<file path="src/rtl/thermo_sense.sv">
// Temperature conditioning: hysteresis compare, consecutive-sample debounce and stalled-sensor timeout.
// Optional 4-sample moving average on the input when THERMO_SENSE_AVG_EN is defined.
module thermo_sense #(
  parameter int TEMP_W   = 10,
  parameter int HYST_W   = 6,
  parameter int DEBOUNCE = 3,
  parameter int TIMEOUT  = 1000
) (
  input  logic                     clk,
  input  logic                     reset,
  input  logic                     temp_valid,
  input  logic signed [TEMP_W-1:0] temp_data,
  input  logic signed [TEMP_W-1:0] setpoint,
  input  logic        [HYST_W-1:0] hyst,
  output logic                     too_hot,
  output logic                     too_cold,
  output logic                     sensor_fault,
  output logic                     state_change
);

  localparam int EW = TEMP_W + 2;
  localparam int CW = $clog2(DEBOUNCE) + 1;
  localparam int TW = $clog2(TIMEOUT + 1);
  localparam logic [CW-1:0] DEB_C = CW'(DEBOUNCE);
  localparam logic [TW-1:0] TO_C  = TW'(TIMEOUT);

  typedef enum logic [1:0] {ST_OK = 2'd0, ST_HOT = 2'd1, ST_COLD = 2'd2} state_t;

  state_t          state_r, state_s, pend_r, pend_s, target_s;
  logic [CW-1:0]   cnt_r, cnt_s;
  logic [TW-1:0]   to_r, to_s;
  logic            fault_r, fault_s, to_hit_s;
  logic            too_hot_r, too_cold_r, chg_r;
  logic signed [EW-1:0] sp_s, hi_s, lo_s, t_s;

  assign sp_s = EW'(setpoint);
  assign hi_s = sp_s + $signed({{(EW-HYST_W){1'b0}}, hyst});
  assign lo_s = sp_s - $signed({{(EW-HYST_W){1'b0}}, hyst});

`ifdef THERMO_SENSE_AVG_EN
  logic signed [TEMP_W-1:0] tap_r [3];
  logic                     fill_r;
  logic signed [EW-1:0]     sum_s;

  // Window sum; a fresh window counts the current sample four times
  always_comb begin
    if (fill_r) begin
      sum_s = EW'(temp_data) <<< 2;
    end else begin
      sum_s = EW'(temp_data) + EW'(tap_r[0]) + EW'(tap_r[1]) + EW'(tap_r[2]);
    end
  end

  assign t_s = sum_s >>> 2;

  // Sample history; refilled on the first sample after reset or a sensor timeout
  always_ff @(posedge clk) begin
    if (reset) begin
      fill_r <= 1'b1;
      for (int i = 0; i < 3; i++) tap_r[i] <= '0;
    end else if (temp_valid) begin
      fill_r   <= 1'b0;
      tap_r[0] <= temp_data;
      tap_r[1] <= fill_r ? temp_data : tap_r[0];
      tap_r[2] <= fill_r ? temp_data : tap_r[1];
    end else if (to_hit_s) begin
      fill_r <= 1'b1;
    end else begin
      fill_r <= fill_r;
    end
  end
`else
  assign t_s = EW'(temp_data);
`endif

  // Target state, debounce and timeout next-state logic
  always_comb begin
    state_s  = state_r;
    pend_s   = pend_r;
    cnt_s    = cnt_r;
    to_s     = to_r;
    fault_s  = fault_r;
    to_hit_s = 1'b0;
    case (state_r)
      ST_HOT: begin
        if (t_s < lo_s)       target_s = ST_COLD;
        else if (t_s <= sp_s) target_s = ST_OK;
        else                  target_s = ST_HOT;
      end
      ST_COLD: begin
        if (t_s > hi_s)       target_s = ST_HOT;
        else if (t_s >= sp_s) target_s = ST_OK;
        else                  target_s = ST_COLD;
      end
      default: begin
        if (t_s > hi_s)       target_s = ST_HOT;
        else if (t_s < lo_s)  target_s = ST_COLD;
        else                  target_s = ST_OK;
      end
    endcase

    if (temp_valid) begin
      to_s    = '0;
      fault_s = 1'b0;
      if (target_s == state_r) begin
        cnt_s = '0;
      end else if (target_s == pend_r && cnt_r != '0) begin
        cnt_s = cnt_r + CW'(1);
      end else begin
        pend_s = target_s;
        cnt_s  = CW'(1);
      end
      if (cnt_s == DEB_C) begin
        state_s = target_s;
        cnt_s   = '0;
      end else begin
        state_s = state_r;
      end
    end else if (to_r != TO_C) begin
      to_s = to_r + TW'(1);
      // Counter saturates at TIMEOUT so the fault event fires exactly once
      if (to_s == TO_C) begin
        to_hit_s = 1'b1;
        fault_s  = 1'b1;
        state_s  = ST_OK;
        cnt_s    = '0;
      end else begin
        to_hit_s = 1'b0;
      end
    end else begin
      to_s = to_r;
    end
  end

  // State and registered outputs
  always_ff @(posedge clk) begin
    if (reset) begin
      state_r    <= ST_OK;
      pend_r     <= ST_OK;
      cnt_r      <= '0;
      to_r       <= '0;
      fault_r    <= 1'b0;
      too_hot_r  <= 1'b0;
      too_cold_r <= 1'b0;
      chg_r      <= 1'b0;
    end else begin
      state_r    <= state_s;
      pend_r     <= pend_s;
      cnt_r      <= cnt_s;
      to_r       <= to_s;
      fault_r    <= fault_s;
      too_hot_r  <= (state_s == ST_HOT);
      too_cold_r <= (state_s == ST_COLD);
      chg_r      <= (state_s != state_r);
    end
  end

  assign too_hot      = too_hot_r;
  assign too_cold     = too_cold_r;
  assign sensor_fault = fault_r;
  assign state_change = chg_r;

endmodule

</file>
<file path="config.mk">
export PLATFORM = sky130hd
export DESIGN_NAME = thermo_sense
export DESIGN_NICKNAME = d
export VERILOG_FILES = /design/src/rtl/thermo_sense.sv
export SDC_FILE = /design/constraint.sdc
export NUM_CORES = 1
export LEC_CHECK = 0
export ABC_AREA = 1
export CORE_MARGIN = 4
export CORE_UTILIZATION = 25
export DETAILED_ROUTE_END_ITERATION = 6
export PLACE_DENSITY = 0.47
export SYNTH_ARGS = -nofsm -noshare
export SYNTH_HDL_FRONTEND = slang
export SYNTH_SLANG_ARGS = --single-unit
</file>
<file path="constraint.sdc">
create_clock -name clk -period 5.8 [get_ports clk]
set_input_delay 1.45 -clock clk [delete_from_list [all_inputs] [get_ports clk]]
set_output_delay 1.45 -clock clk [all_outputs]
set_load 0.005 [all_outputs]
</file>
==> metrics.md <==
| Metric | Value |
|---|---|
| Status | finished, final reports clean |
| Crit path max fanout | 4 |
| Minimum clock period after layout | 5.41 ns |
| WS Path Type | in -> reg |
| Unique masters post-synth | 35 |
| Via count | 2423 |
| DPL Wire Length | 5.05 mm |
| Boundary pin count | 33 |
| Drt pass-1 iters | 6 |
| Most numerous cell in the Yosys netlist | nand2_1 |
| DP Area | 3260 sq um |
| CTS max path bufs | 2 |
| RSZ-0062 raised after global routing | no |
| Max rail drop VDD | 0.101 mV |
| Leak Pwr | 0.00172 uW |
| Die area | 12100 sq um |
| Final WL | approximately 6 mm |
| Post-synthesis cell area | 2610 sq um |
| Clk_lat worst skew | 0.27 ns |
| Sequential element share of the synthesized area | 0.161 |
| Fin Clk Skew | 0.00512 ns |
| CTS H-tree lvls | 1 |
| Post-synthesis register bit count | 21 |
| Antenna violations before repair | 0 |
| Syn Inst Count | 372 |
| Total gr overflow | 0 |
| Pins Over Slew Limit | 0 |
| Fillers | approximately 1100 |
| Hold crit path type | reg -> reg |
| GR Util All Layers | 0.103 |
| EDFF count, synth | 0 |
| Synth area leaders | ha_1 (23%), dfxtp_1 (16%), nand2_1 (10%), inv_1 (9.1%), xor2_1 (7.7%) |
| Bufs and invs on worst path | 3 |
| CTS tree | done |
| Slew headroom | 0.409 |
| Critical path's largest stage delay | approximately 0.49 ns |
| Clock sink total | 21 |
| Hold-fix buffers at CTS | 0 |
| Final hold vios | 0 |
| Part of the power in registers | 0.292 |
| Finished Cell Area | 3440 sq um |
| Die Span Y | 110 um |
| CP endpoint kind | flop |
| Sw frac | 0.388 |
| Slew @ Worst Pin | 0.878 ns |
| Layout area overhead | 32.0% |
| Final setup fails | 0 |
| Max cap viols | 0 |
| CP arrival | 5.55 ns |
| Clock power share | 0.188 |
| Width of the die | 110 um |
| Vias per cell | ~4.3 |
| I/O Buffers | 32 |
| Clock Tree Root | clkbuf_8 |
| Global-route wire length before repair | ~10 mm |
| Layout cells sized above 1 | 0.180 |
| Dominant synthesized flop cell | dfxtp_1 |
| Top-area cell type share of the netlist area | 0.235 |
| Setup TNS | 0 ns |
| Reported net switching power | 206 uW |
| Initial core utilization | 0.255 |
| Critical path startpoint category | input port |
| Largest net degree at the start of global routing | 13 |
| Final Cycle Share | 0.933 |
| CTS buffer count | 3 |
| WL/cell | between 10 and 15 um |
| Pwr dens | 154 nW/um^2 |
| Cell taking the most area after synthesis | ha_1 |
| Cell Int Power | 324 uW |
| Detail Route Antenna Nets | 0 |
| CP max-delay cell | clkdlybuf4s50_1 |
| Clk slew on worst S/H paths | roughly 0.080 ns |
| Site Rows | 37 |
| Final #Nets | 514 |
| Vias in the first global route | 2363 |
| Gp weighted congestion | 0.762 |
| Gate family responsible for the most delay along the worst path | simple AND/OR/NAND/NOR gates |
| Post-route DRC | 0 |
| Mean Syn Cell Area | 7.02 sq um |
| Ant. Diodes | 0 |
| Combinational power share | 0.520 |
| Core footprint | 10200 sq um |
| Required @ worst endpoint | a little under 6 ns |
| Most frequent cells after synthesis | nand2_1 (73), inv_1 (63), ha_1 (49) |
| Syn nets | 452 |
| Yosys Warn Count | 0 |
| Fmax | 185 MHz |
| Worst path most repeated cell | nand2_1 |
| FFs w/ async S/R, synth | 0 |
| DR iter-0 viols | 86 |
layout by cell type (no fill, tap or decap), types with 6 or more instances in the layout:
master,instances
dfxtp_1,21
nand3_2,10
nand2_1,68
clkdlybuf4s50_1,28
nand2_2,9
buf_4,27
a21oi_1,19
nor3_1,6
ha_1,47
xor2_1,23
nand3_1,16
nor2_1,32
inv_1,62
nand4_1,9
registers in the layout, summed over array words and instances, names as in the netlist:
name and cells:
cnt_r 3, state_change 1, too_hot 1, pend_r 2, to_r 10, too_cold 1, sensor_fault 1, state_r 2
tightest hold or removal path: cells and delay by family (launching register included):
family | cells | cell delay, ns
flops | 1 | 0.34
simple gates | 2 | 0.12
final cells by class:
| type | count | area (sq um) | share of cell area |
|---|---|---|---|
| Clock buffer | 3 | 41.3 | 0.0120 |
| Clock inverter | 1 | 5.00 | 0.00145 |
| Inverter | 66 | 248 | 0.0719 |
| Multi-Input combinational cell | 283 | 2030 | 0.588 |
| Sequential cell | 21 | 420 | 0.122 |
| Tap cell | 136 | 170 | 0.0494 |
| Timing Repair Buffer | 59 | 533 | 0.155 |
worst paths after layout:
path	cells after the start	endpoint	from	slack (ns)
setup / recovery	32	state_change	hyst[2]	0.39
hold / removal	2	sensor_fault	sensor_fault	0.49
setup reg to reg	13	too_hot	to_r[0]	3.27
hold reg to reg	2	sensor_fault	sensor_fault	0.49
metal layers:
layer	up-vias	global-route usage	wire length, um
met4	0	0.0211	53
met2	20	0.175	2750
met5	-	0	0
met3	5	0.00757	135
met1	1074	0.142	3070
li1	1324	-	-
what timing repair did:
| action | in CTS | in global routing |
|---|---|---|
| endpoints found under the setup margin | 0 | 10 |
| buffers inserted | 0 | 4 |
| endpoints found under the hold margin | 0 | 0 |
| resized for setup | 0 | 30 |
kinds of logic after synthesis:
| family | synth area share |
|---|---|
| simple gates | 0.318 |
| buf+inv | 0.0992 |
| fa+ha+maj | 0.250 |
| compound gates | 0.0906 |
| xor+xnor | 0.0805 |
| flops | 0.161 |
per-stage QoR:
stage                     hold WS [ns]  power (uW)  utilization  setup slack, ns  instances
after floorplan                  0.452         324            -            0.740        372
after global placement           0.464         415        0.319           -0.114        561
after detailed placement         0.464         416        0.319           -0.164        561
after CTS                        0.495         518        0.323           0.0952        565
after global routing             0.524         583        0.337          0.00209        569
final                            0.492         530        0.337            0.389        569
power groups by stage:
stage / Clock, uW / Sequential [uW] / Combinational (uW)
finish: 99.5 / 155 / 276
CTS: 104 / 155 / 260
detailed placement: 0 / 158 / 258
global placement: 0 / 158 / 257
global route: 110 / 156 / 317
floorplan: 0 / 157 / 167
Note: power is estimated with default switching activity, not from simulation.
